<file path="src/rtl/axis_throttle_pkg.sv">
// Shared widths and slot-period helper for the throttled AXI-Stream arbiter.
// Pure declarations: no latency and no flow-control behaviour of its own.
package axis_throttle_pkg;

    localparam int LOG_W  = 5;
    localparam int CNT_W  = 32;
    localparam int MISS_W = 16;

    function automatic logic [CNT_W-1:0] slot_max(input logic [LOG_W-1:0] log_thr);
        return CNT_W'(1) << log_thr;
    endfunction

endpackage

</file>
<file path="src/rtl/axis_throttle_slot.sv">
// Per-channel slot timer: grants one transmit slot every 2^log_throttle cycles.
// Pending updates on the cycle after a wrap; an accept consumes the slot, but a
// simultaneous wrap wins. Optional AXIS_THROTTLE_ARB_MISS_CNT_EN adds miss_count.
module axis_throttle_slot
    import axis_throttle_pkg::*;
(
    input  logic             aclk,
    input  logic             aresetn,
    input  logic             enable,
    input  logic [LOG_W-1:0] log_throttle,
    input  logic             accept,
    output logic             pending
`ifdef AXIS_THROTTLE_ARB_MISS_CNT_EN
    ,
    output logic [MISS_W-1:0] miss_count
`endif
);

    logic [CNT_W-1:0] count;
    logic [CNT_W-1:0] slot_last;
    logic             wrap;

    // ">=" rather than "==" so a lowered exponent resynchronises on the next cycle.
    assign slot_last = slot_max(log_throttle) - CNT_W'(1);
    assign wrap      = count >= slot_last;

    always_ff @(posedge aclk or negedge aresetn) begin
        if (!aresetn) begin
            count   <= '0;
            pending <= 1'b0;
        end else if (!enable) begin
            count   <= '0;
            pending <= 1'b0;
        end else begin
            count <= wrap ? '0 : count + CNT_W'(1);
            if (wrap)
                pending <= 1'b1;
            else if (accept)
                pending <= 1'b0;
        end
    end

`ifdef AXIS_THROTTLE_ARB_MISS_CNT_EN
    // A slot is lost only when a new one arrives on top of an unconsumed one.
    always_ff @(posedge aclk or negedge aresetn) begin
        if (!aresetn)
            miss_count <= '0;
        else if (!enable)
            miss_count <= '0;
        else if (wrap && pending && !accept && (miss_count != {MISS_W{1'b1}}))
            miss_count <= miss_count + MISS_W'(1);
    end
`endif

endmodule

</file>
<file path="src/rtl/axis_throttle_arbiter.sv">
// Rate-limited round-robin mux of NUM_CH AXI-Stream slaves onto one master, tuser = channel.
// Latency: 1 cycle from slave accept to registered master beat; back-to-back capable.
// Backpressure: a stalled master holds its beat and gates every slave tready. Option: AXIS_THROTTLE_ARB_MISS_CNT_EN.
module axis_throttle_arbiter
    import axis_throttle_pkg::*;
#(
    parameter int AXIS_TDATA_WIDTH = 32,
    parameter int NUM_CH           = 4,
    parameter int CH_W             = 2
) (
    input  logic                               aclk,
    input  logic                               aresetn,
    input  logic                               enable,
    input  logic [LOG_W*NUM_CH-1:0]            log_throttle,
    input  logic [NUM_CH-1:0]                  S_AXIS_tvalid,
    output logic [NUM_CH-1:0]                  S_AXIS_tready,
    input  logic [AXIS_TDATA_WIDTH*NUM_CH-1:0] S_AXIS_tdata,
    output logic                               M_AXIS_tvalid,
    input  logic                               M_AXIS_tready,
    output logic [AXIS_TDATA_WIDTH-1:0]        M_AXIS_tdata,
    output logic [CH_W-1:0]                    M_AXIS_tuser
`ifdef AXIS_THROTTLE_ARB_MISS_CNT_EN
    ,
    output logic [NUM_CH*MISS_W-1:0]           miss_count
`endif
);

    logic [NUM_CH-1:0]           pending;
    logic [NUM_CH-1:0]           elig;
    logic [NUM_CH-1:0]           accept;
    logic [CH_W-1:0]             rr_ptr;
    logic [CH_W-1:0]             gnt;
    logic [CH_W-1:0]             cand;
    logic                        gnt_vld;
    logic                        load_ok;
    logic [AXIS_TDATA_WIDTH-1:0] sel_dat;
    int                          sum;

    for (genvar ch = 0; ch < NUM_CH; ch++) begin : g_slot
        axis_throttle_slot u_slot (
            .aclk         (aclk),
            .aresetn      (aresetn),
            .enable       (enable),
            .log_throttle (log_throttle[LOG_W*ch +: LOG_W]),
            .accept       (accept[ch]),
            .pending      (pending[ch])
`ifdef AXIS_THROTTLE_ARB_MISS_CNT_EN
            ,
            .miss_count   (miss_count[MISS_W*ch +: MISS_W])
`endif
        );
    end

    assign elig    = pending & S_AXIS_tvalid;
    assign load_ok = ~M_AXIS_tvalid | M_AXIS_tready;

    // Search starts just past the last winner, so the previous grant has lowest priority.
    always_comb begin
        gnt_vld = 1'b0;
        gnt     = '0;
        sum     = 0;
        cand    = '0;
        for (int i = 1; i <= NUM_CH; i++) begin
            sum  = (int'(rr_ptr) + i) % NUM_CH;
            cand = sum[CH_W-1:0];
            if (!gnt_vld && elig[cand]) begin
                gnt_vld = 1'b1;
                gnt     = cand;
            end
        end
    end

    always_comb begin
        accept  = '0;
        sel_dat = '0;
        if (gnt_vld && load_ok)
            accept[gnt] = 1'b1;
        for (int c = 0; c < NUM_CH; c++)
            if (gnt == CH_W'(c))
                sel_dat = S_AXIS_tdata[AXIS_TDATA_WIDTH*c +: AXIS_TDATA_WIDTH];
    end

    // Elig already includes tvalid, so tready doubles as the accept strobe.
    assign S_AXIS_tready = accept;

    always_ff @(posedge aclk or negedge aresetn) begin
        if (!aresetn) begin
            M_AXIS_tvalid <= 1'b0;
            M_AXIS_tdata  <= '0;
            M_AXIS_tuser  <= '0;
            rr_ptr        <= CH_W'(NUM_CH - 1);
        end else if (gnt_vld && load_ok) begin
            M_AXIS_tvalid <= 1'b1;
            M_AXIS_tdata  <= sel_dat;
            M_AXIS_tuser  <= gnt;
            rr_ptr        <= gnt;
        end else if (M_AXIS_tready) begin
            M_AXIS_tvalid <= 1'b0;
        end
    end

endmodule

</file>
<file path="config.mk">
export PLATFORM = sky130hd
export DESIGN_NAME = axis_throttle_arbiter
export DESIGN_NICKNAME = d
export VERILOG_FILES = /design/src/rtl/axis_throttle_pkg.sv /design/src/rtl/axis_throttle_slot.sv /design/src/rtl/axis_throttle_arbiter.sv
export SDC_FILE = /design/constraint.sdc
export NUM_CORES = 1
export LEC_CHECK = 0
export ABC_CLOCK_PERIOD_IN_PS = 4700
export BUFFER_PORTS_ARGS = -buffer_cell sky130_fd_sc_hd__buf_2
export CORE_ASPECT_RATIO = 0.7
export CORE_MARGIN = 10
export CORE_UTILIZATION = 30
export DETAILED_ROUTE_END_ITERATION = 12
export MAX_ROUTING_LAYER = met4
export SLEW_MARGIN = 5
export SYNTH_ARGS = -nofsm -noshare
export SYNTH_HDL_FRONTEND = slang
export SYNTH_SLANG_ARGS = --single-unit
</file>
<file path="constraint.sdc">
create_clock -name aclk -period 4.7 [get_ports aclk]
set_input_delay 0.47 -clock aclk [delete_from_list [all_inputs] [get_ports aclk]]
set_output_delay 0.47 -clock aclk [all_outputs]
set_load 0.02 [all_outputs]
</file>
; Word-level counts from Yosys, hierarchy flattened
; Cells that the tools add are included.
[op_classes]
magnitude_cmp = 10
add_sub_neg = 12
bitwise = 3
reduce_logical = 10
n_eq_ne = 7
n_shift = 4
muxes = 45
[ops]
columns = cell, count
row1 = $mux 32, 12
row2 = $add 32x1->32 const B, 4
row3 = $ge 32x32->1, 4
row4 = $shl 1x5->32 const A, 4
row5 = $sub 32x1->32 const B, 4
row6 = $mux 1, 23
row7 = $lt 2x3->1 const B, 5
row8 = $ne 3x1->1 const B, 4
row9 = $bmux 1 s2, 4
row10 = $mux 2, 4
row11 = $logic_and 1x1->1, 5
row12 = $add 2x1->2 const B, 2
row13 = $add 2x2->2 const B, 2
row14 = $and 4x4->4, 1
row15 = $eq 2x2->1 const B, 2
row16 = $mux 4, 1
row17 = $logic_not 1->1, 3
row18 = $demux 1 s2, 1
row19 = $eq 2x1->1 const B, 1
row20 = $ge 2x1->1 const B, 1
row21 = $logic_not 2->1, 1
row22 = $reduce_bool 2->1, 1
row23 = $not 1->1, 1
row24 = $or 1x1->1, 1
[totals]
inputBits = 156
out_inout_bits = 39
regBits = 169
elab_cells = 103

; Logic depth before layout (Yosys ltp)
; Gate-level depths: netlist of the first run.
[depth]
ltp_word = 21
depth_mapped = 19
ltp_nobuf = 17

; By module
; A second synthesis of the first run with hierarchy kept.
[hier_totals]
hier_cells = 1633
area_unflattened_um2 = 14223.6
[modules_own_cells]
columns = module, n_inst, seq_area_each_um2, area_per_inst_um2, cells_per_inst
row1 = axis_throttle_slot at g_slot[2].u_slot ..., 2, 825.8, 2886.5, 341
row2 = axis_throttle_slot at g_slot[1].u_slot, 1, 825.8, 2924.1, 343
row3 = axis_throttle_slot at g_slot[0].u_slot, 1, 825.8, 2890.3, 326
row4 = axis_throttle_arbiter, 1, 928.4, 2636.3, 282

; Worst setup path before layout of the first run
; Ideal clock, no wire load.
[synth_path]
path_type = input port to flip-flop
start = in log_throttle[15]
end = reg g_slot[3].u_slot.count[10]
stages = 14
t_required_ps = 4628
slack_ps = 630
arrival_ps = 3997
n_path_buf = 2
setup_ps = 72
cell_sequence = clkbuf_1 -> or3_1 -> or3_1 -> ha_1 -> or4b_2 -> o22ai_1 -> a21oi_1 -> ha_1 -> and4_1 -> a221o_1 -> a221oi_1 -> o211ai_1 -> clkbuf_1 -> nor2_1
[synth_between]
elab_chain_cells = 5
[synth_lines]
columns = element, line_no
row1 = start: declaration, axis_throttle_arbiter.sv:14  ; input logic [LOG_W*NUM_CH-1:0] log_throttle,
row2 = $shl 1x5->32, axis_throttle_pkg.sv:10  ; return CNT_W'(1) << log_thr;
row3 = $sub 32x1->32, axis_throttle_slot.sv:24  ; assign slot_last = slot_max(log_throttle) - CNT_W'(1);
row4 = $ge 32x32->1, axis_throttle_slot.sv:25  ; assign wrap = count >= slot_last;
row5 = $mux 32, axis_throttle_slot.sv:35  ; count <= wrap ? '0 : count + CNT_W'(1);
row6 = $mux 32, axis_throttle_slot.sv:31  ; end else if (!enable) begin
row7 = end signal: assignment, axis_throttle_slot.sv:35
row8 = end: declaration, axis_throttle_slot.sv:19  ; logic [CNT_W-1:0] count;
; Every way passes these cells.
; A chain may end at the register's enable or synchronous reset.

; Worst setup path after layout of the first run
[layout_path]
start = in log_throttle[15]
end = reg g_slot[3].u_slot.count[23]
; Same word-level chain as after synthesis.

==> impl_metrics.py, run 1 <==
metrics = {
    "cts": {
        "cts_post_setup_buffers_inserted": 0,
        "clock_tree.buffer_depth": 2,
        "cts_resized": 0,
        "cts-buffers-inserted": 17,
        "cts-hold-fix-buffers": 1,
        "cts.sink_count": 169,
        "clk_pin_slew_worst_paths_ns": 0.07,
        "worst_skew_pair.late_latency_ns": 0.44,
        "tritoncts": "yes",
        "clk_root_buffer_cell": "clkbuf_16",
        "h_tree_lvls": 4,
    },
    "sta": {
        "final.setup_skew_ns": 0.0123,
        "min_period_ns": 3.99,
        "max-slew-margin-rel": 0.380,
        "worst_slew_pin_slew_ns": 0.931,
        "timing.final.hold_violations": 0,
        "tns_ns": 0,
        "max_clock_freq_mhz": 250,
        "finalMaxSlewViolations": 0,
        "unrepaired_setup_endpoints_after_global_routing": "no",
        "post-route-period-util": 0.850,
        "setup_ws_ns": 0.707,
        "final-setup-viol-count": 0,
    },
    "setup_path": {
        "startpoint_type": "input port",
        "worst-endpoint-arrival_ns": 4.35,
        "timing.critical_path.to_type": "register",
        "timing.critical_path.from": "log_throttle[15]",
        "crit_path_max_fanout": 15,
        "setup.worst_path.class": "input port to register",
        "timing.critical_path.required_ns": 5.06,
        "critical_path.reg2reg.startpoint": "g_slot[1].u_slot.pending",
    },
    "detailed_routing": {
        "post_drt_wl_per_cell_microns": 16.3,
        "wirelength_microns": 38100,
        "route.antenna.remaining_nets": 0,
        "drt-vias-per-instance": 5.12,
        "drc": 0,
        "dr_total_vias": 12000,
        "drtIter0Drc": 945,
        "firstDrtPassIters": 5,
    },
    "synthesis": {
        "synth_top_flop_cell": "dfrtp_1",
        "seq_area_frac_synth": 0.319,
        "post_synth.cell_area_avg_sq_um": 8.41,
        "netlist-cell-type-count": 69,
        "netlist_area_sq_um": 13300,
        "synth-seq-cells": 169,
        "synth_async_sr_flop_share": 1.00,
        "synth-edff-count": 0,
        "ys.warnings.count": 0,
        "synthesis.instances": 1576,
    },
    "grt": {
        "grt.total_usage": 0.143,
        "overflow_after_grt": 0,
        "grt_pass1_wl_microns": 61700,
        "first_global_vias": 11500,
        "antenna_found_initial": 0,
        "grt_max_degree": 152,
    },
    "pwr": {
        "power_leakage_nw": 7.60,
        "comb_power_share": 0.271,
        "p_int_mw": 2.83,
        "seq_power_share": 0.404,
        "share_clk_of_total_power": 0.325,
        "power-per-cell-area_nw_per_um2": 277,
        "power_switching_mw": 1.46,
        "p_sw_frac": 0.340,
        "vdd_drop_max_v": 0.000304,
    },
    "finish": {
        "stdcell_count": 2341,
        "layout-area-overhead-vs-synth_pct": 16.8,
        "final_design_area_no_fill_sq_um": 15500,
        "layout-drive-gt1-share": 0.179,
        "filler_cell_count": 4512,
        "layout.cells.most_common": "nor2_1",
        "final_cell_mix": "nor2_1 (218), buf_2 (193), dfrtp_1 (167), nand2_1 (163), ha_1 (136)",
        "antennaDiodeCount": 0,
        "finalNetCount": 2026,
    },
    "floorplan": {
        "coreArea_sq_um": 43600,
        "rows": 64,
        "floorplan.initialDensity": 0.304,
        "num_io_pins": 195,
        "dieHeight_microns": 196,
        "die-width_microns": 271,
        "fp.dieArea_sq_um": 53100,
    },
    "worst_hold_path": {
        "hp-start": "S_AXIS_tdata[117]",
        "hp-class": "input port to register",
    },
    "outcome": {
        "result_of_the_run": "finished clean",
    },
    "placed_design": {
        "gpl.final_weighted_congestion": 0.883,
        "dpl.hpwl_microns": 29500,
        "port_buffers": 194,
        "placed_cells_incl_taps": 2308,
        "placedInstanceArea_sq_um": 14900,
        "pre_cts_ws_ns": 0.284,
    },
    "job": {
        "cap_viol_max_count": 0,
    },
}
## flip-flops by register name (all words and copies together), names as in the netlist
| register | cells |
|---|---|
| g_slot.u_slot.pending | 4 |
| rr_ptr | 2 |
| M_AXIS_tuser | 2 |
| M_AXIS_tdata | 32 |
| g_slot.u_slot.count | 128 |
| M_AXIS_tvalid | 1 |
## per-stage QoR
stage | util | hold slack [ns] | power, mW
after global placement | 0.342 | 0.332 | 2.91
after detailed placement | 0.342 | 0.333 | 2.94
after floorplan | - | 0.174 | 2.44
after global routing | 0.355 | 0.238 | 4.54
final | 0.355 | 0.247 | 4.29
after CTS | 0.355 | 0.226 | 4.35
## layer usage
metal,global-route usage,vias up,wire [microns]
met5,-,-,0
met4,0.0236,0,310
met3,0.0244,28,1460
met2,0.212,237,16900
met1,0.204,5790,19400
li1,-,5923,-
## critical path, cell delays in order
cell	delay [ns]
buf_2	0.15
or3_1	0.41
or3_1	0.36
ha_1	0.21
or4b_2	0.64
o22ai_1	0.15
a21oi_1	0.11
ha_1	0.30
and4_1	0.19
a221o_1	0.33
a221oi_1	0.34
o211ai_1	0.28
buf_4	0.28
nor2_1	0.13
## final timing paths
path	to	slack [ns]	depth (start not counted)
max reg2reg	M_AXIS_tdata[23]	2.03	6
max	g_slot[3].u_slot.count[23]	0.71	14
min in group asynchronous	g_slot[1].u_slot.count[1]	0.42	2
min	M_AXIS_tdata[21]	0.25	3
max in group asynchronous	M_AXIS_tdata[28]	3.13	3
min reg2reg	M_AXIS_tdata[1]	0.48	2
## synthesized netlist by cell type, types with 3 or more instances
library cell	n	area, sq um
a211oi_1	7	52.6
a21o_1	29	218
a21oi_1	80	400
a221o_1	5	50.1
a221oi_1	4	35.0
a22oi_1	43	323
a31oi_1	5	31.3
a32oi_1	5	43.8
a41oi_1	3	26.3
and2_1	14	87.6
and3_1	26	163
and4_1	16	140
buf_1	3	11.3
buf_2	12	60.1
buf_4	6	45.0
clkbuf_1	69	259
dfrtp_1	167	4180
ha_1	136	1700
inv_1	34	128
mux2_2	32	360
mux2i_1	36	360
nand2_1	163	612
nand2b_1	12	75.1
nand3_1	69	345
nand3b_1	4	30.0
nand4_1	44	275
nor2_1	218	818
nor2b_1	8	50.1
nor3_1	22	110
nor4_1	5	31.3
o2111ai_1	3	26.3
o211ai_1	3	22.5
o21a_1	5	37.5
o21ai_0	93	465
o221ai_1	3	26.3
o22a_1	7	61.3
o22ai_1	4	25.0
or2_2	13	81.3
or3_1	8	50.1
or4b_2	3	30.0
xnor2_1	44	385
xor2_1	80	701
## final cells by class
class,count,area (sq um),area share
clock buffer,23,478,0.0309
clock inverter,9,88.8,0.00574
inverter,34,128,0.00824
multi-input combinational,1286,8560,0.553
sequential,169,4230,0.273
tap,594,743,0.0480
timing repair buffer,226,1260,0.0812
## logic make-up (layout without fill, tap and decap cells)
logic type,Yosys count,count (layout),synth area share
AOI/OAI and AO/OA,315,315,0.150
xor gates and xnor gates,124,124,0.0819
adders and majority gates,136,136,0.128
buffers and inverters,124,292,0.0379
DFF,169,169,0.319
muxes,68,68,0.0544
other,1,4,0.000283
and+or+nand+nor,639,639,0.228
## power by group through the flow
| stage | logic [mW] | clock network, mW | registers (mW) |
|---|---|---|---|
| detailed placement | 1.17 | 0 | 1.76 |
| finish | 1.16 | 1.40 | 1.73 |
| floorplan | 0.531 | 0 | 1.91 |
| global placement | 1.15 | 0 | 1.75 |
| CTS | 1.18 | 1.43 | 1.73 |
| global route | 1.28 | 1.50 | 1.76 |
Power figures use the tool's default switching activity.
==> inputs of run 2 (changes only) <==
--- a/config.mk
+++ b/config.mk
@@ -5,7 +5,8 @@
 export SDC_FILE = /design/constraint.sdc
 export NUM_CORES = 1
 export LEC_CHECK = 0
-export ABC_CLOCK_PERIOD_IN_PS = 4700
+export ABC_AREA = 1
+export ABC_CLOCK_PERIOD_IN_PS = 3500
 export BUFFER_PORTS_ARGS = -buffer_cell sky130_fd_sc_hd__buf_2
 export CORE_ASPECT_RATIO = 0.7
 export CORE_MARGIN = 10
==> constraint.sdc (replaced) <==
create_clock -name aclk -period 3.5 [get_ports aclk]
set_input_delay 0.35 -clock aclk [delete_from_list [all_inputs] [get_ports aclk]]
set_output_delay 0.35 -clock aclk [all_outputs]
set_load 0.02 [all_outputs]
==> run 2 against run 1 <==
Net effect:
- core utilization is 0.55 points higher
- sequential power grew 38%
- synthesized area up 12%
- final area grew 14%
- power up 100%
- cell count is 34% higher
- sequential cell count unchanged
- critical path depth fell by 3
- register-to-register slack lost 1.6 ns
- critical endpoint is now S_AXIS_tready[3]
- global-route usage grew 0.96 points
- routed wire length is 19% higher
- first-iteration DRC count up 39%
- critical path type is now register to primary output
==> impl_metrics.py, run 2 <==
metrics = {
    "outcome": {
        "result_of_the_run": "finished clean",
    },
    "synthesis": {
        "netlist_area_sq_um": 14900,
        "seq_area_frac_synth": 0.284,
        "yosys.cell_count.top_type": "nand2_1",
        "synthDominantCellAreaShare": 0.281,
        "synth_area_leaders": "dfrtp_1 (28%), nand2_1 (13%), ha_1 (11%)",
        "synth_top_flop_cell": "dfrtp_1",
        "synth_commonest_cells": "nand2_1 (511), nor2_1 (419), inv_1 (237), dfrtp_1 (167), nand3_1 (164)",
        "synth-seq-cells": 169,
        "post_synth.cell_area_avg_sq_um": 6.74,
        "synth_area_leader_cell": "dfrtp_1",
        "netlist-cell-type-count": 49,
        "ys.warnings.count": 0,
        "synthesis.instances": 2209,
        "synth_async_sr_flop_share": 1.00,
        "synth-edff-count": 0,
    },
    "grt": {
        "grt_pass1_wl_microns": 73100,
        "grt_max_degree": 90,
        "first_global_vias": 14200,
        "grt.total_usage": 0.153,
        "overflow_after_grt": 0,
        "antenna_found_initial": 0,
    },
    "pwr": {
        "totalPowerFinal_mw": 8.79,
        "p_int_mw": 4.65,
        "p_sw_frac": 0.471,
        "power_switching_mw": 4.14,
        "comb_power_share": 0.509,
        "power-per-cell-area_nw_per_um2": 496,
        "vdd_drop_max_v": 0.000574,
        "seq_power_share": 0.272,
        "share_clk_of_total_power": 0.220,
        "power_leakage_nw": 8.65,
    },
    "finish": {
        "largest_reg_flops": 128,
        "register_with_the_most_flip_flops": "g_slot.u_slot.count",
        "layout.cells.most_common": "nand2_1",
        "layout.core_utilization": 0.360,
        "final_cell_mix": "nand2_1 (511), nor2_1 (419), inv_1 (237), buf_2 (193), dfrtp_1 (167)",
        "antennaDiodeCount": 0,
        "final_design_area_no_fill_sq_um": 17700,
        "stdcell_count": 3139,
        "multi_input_comb_area_sq_um": 9510,
        "layout-area-overhead-vs-synth_pct": 19.1,
        "biggestRegsByFlops": "g_slot.u_slot.count x128, M_AXIS_tdata x32, g_slot.u_slot.pending x4",
        "finalNetCount": 2753,
        "filler_cell_count": 5277,
        "layout-drive-gt1-share": 0.145,
        "sequential_cell_area_sq_um": 4230,
    },
    "floorplan": {
        "dieHeight_microns": 206,
        "coreArea_sq_um": 49200,
        "floorplan.initialDensity": 0.303,
        "fp.dieArea_sq_um": 59000,
        "die-width_microns": 286,
        "rows": 68,
        "num_io_pins": 195,
    },
    "sta": {
        "setup_ws_ns": 0.296,
        "min_period_ns": 3.20,
        "finalMaxSlewViolations": 0,
        "max_clock_freq_mhz": 312,
        "final.setup_skew_ns": 0.0140,
        "holdWs_ns": 0.129,
        "tns_ns": 0,
        "post-route-period-util": 0.915,
        "max-slew-margin-rel": 0.202,
        "worst_slew_pin_slew_ns": 1.20,
        "unrepaired_setup_endpoints_after_global_routing": "no",
        "final-setup-viol-count": 0,
        "timing.final.hold_violations": 0,
    },
    "placed_design": {
        "gpl.final_weighted_congestion": 0.932,
        "placedInstanceArea_sq_um": 17100,
        "port_buffers": 194,
        "dpl.hpwl_microns": 37300,
        "pre_cts_ws_ns": -0.154,
        "placed_cells_incl_taps": 3106,
    },
    "job": {
        "cap_viol_max_count": 0,
    },
    "setup_path": {
        "startpoint_type": "register",
        "worst-endpoint-arrival_ns": 2.85,
        "setup.worst_path.class": "register to primary output",
        "timing.critical_path.to_type": "primary output",
        "crit_path_max_fanout": 20,
        "timing.critical_path.required_ns": 3.15,
    },
    "cts": {
        "worst_skew_pair.late_latency_ns": 0.44,
        "cts.sink_count": 169,
        "cts_post_setup_buffers_inserted": 0,
        "tritoncts": "yes",
        "clk_pin_slew_worst_paths_ns": 0.07,
        "clk_root_buffer_cell": "clkbuf_16",
        "cts-buffers-inserted": 17,
        "h_tree_lvls": 4,
        "clock_tree.buffer_depth": 2,
    },
    "detailed_routing": {
        "dr_total_vias": 15200,
        "drtIter0Drc": 1309,
        "drt-vias-per-instance": 4.84,
        "drc": 0,
        "post_drt_wl_per_cell_microns": 14.4,
        "route.antenna.remaining_nets": 0,
        "wirelength_microns": 45200,
        "firstDrtPassIters": 7,
    },
    "worst_hold_path": {
        "hp-class": "input port to register",
    },
}
run 2: path summary, 6_finish.rpt:
| check | slack (ns) | start | end | cells past startpoint |
|---|---|---|---|---|
| setup / recovery | 0.30 | rr_ptr[0] | S_AXIS_tready[3] | 11 |
| min in group asynchronous | 0.37 | aresetn | M_AXIS_tdata[5] | 2 |
| hold / removal | 0.13 | S_AXIS_tdata[103] | M_AXIS_tdata[7] | 3 |
| max in group asynchronous | 2.21 | aresetn | g_slot[1].u_slot.count[15] | 3 |
| hold reg to reg | 0.47 | g_slot[1].u_slot.count[0] | g_slot[1].u_slot.count[0] | 1 |
| setup reg to reg | 0.39 | rr_ptr[0] | M_AXIS_tdata[2] | 12 |
run 2: metal layers:
layer	wire (microns)	up-vias	GRT usage
li1	-	7690	-
met1	22600	7044	0.222
met2	19800	433	0.223
met3	2580	19	0.0230
met4	237	0	0.0238
met5	0	-	-
run 2: cell families (layout without fill, tap and decap cells):
group / count (synthesis) / count (layout) / synth area share
compound gates: 169 / 169 / 0.0611
xor+xnor: 133 / 133 / 0.0783
fa+ha+maj: 136 / 136 / 0.114
buf+inv: 285 / 547 / 0.0785
flops: 169 / 169 / 0.284
other cells: 1 / 4 / 0.000252
simple gates: 1316 / 1316 / 0.383
run 2: area by class of cell:
type                    instances  area share
well taps                     665      0.0469
inverters                     242      0.0513
clock inverters                15      0.0101
clock buffers                  17      0.0240
multi-input cells            1758       0.537
flip-flops and latches        169       0.239
repair buffers                273      0.0923
run 2: timing repair:
action,in CTS,in global routing
hold buffers,1,0
resized for setup,0,4
setup endpoints to repair,0,63
endpoints found under the hold margin,38,0
run 2: critical path: stages (launching register included):
cell and delay, ns:
dfstp_2 0.64, inv_2 0.13, nand3_1 0.09, nand3_1 0.07, nand2_1 0.16, nand3_1 0.12, nand3_2 0.11, nand2_4 0.18
nor2_8 0.28, nand2_1 0.13, inv_2 0.26, buf_2 0.23
run 2: power groups by stage:
stage	Combinational (mW)	Clock [mW]	Sequential [mW]
6_report	4.47	1.93	2.39
5_1_grt	5.02	2.07	2.42
4_1_cts	4.47	2.00	2.38
3_5_place_dp	4.46	0	2.42
3_3_place_gp	4.41	0	2.41
2_1_floorplan	3.15	0	2.63
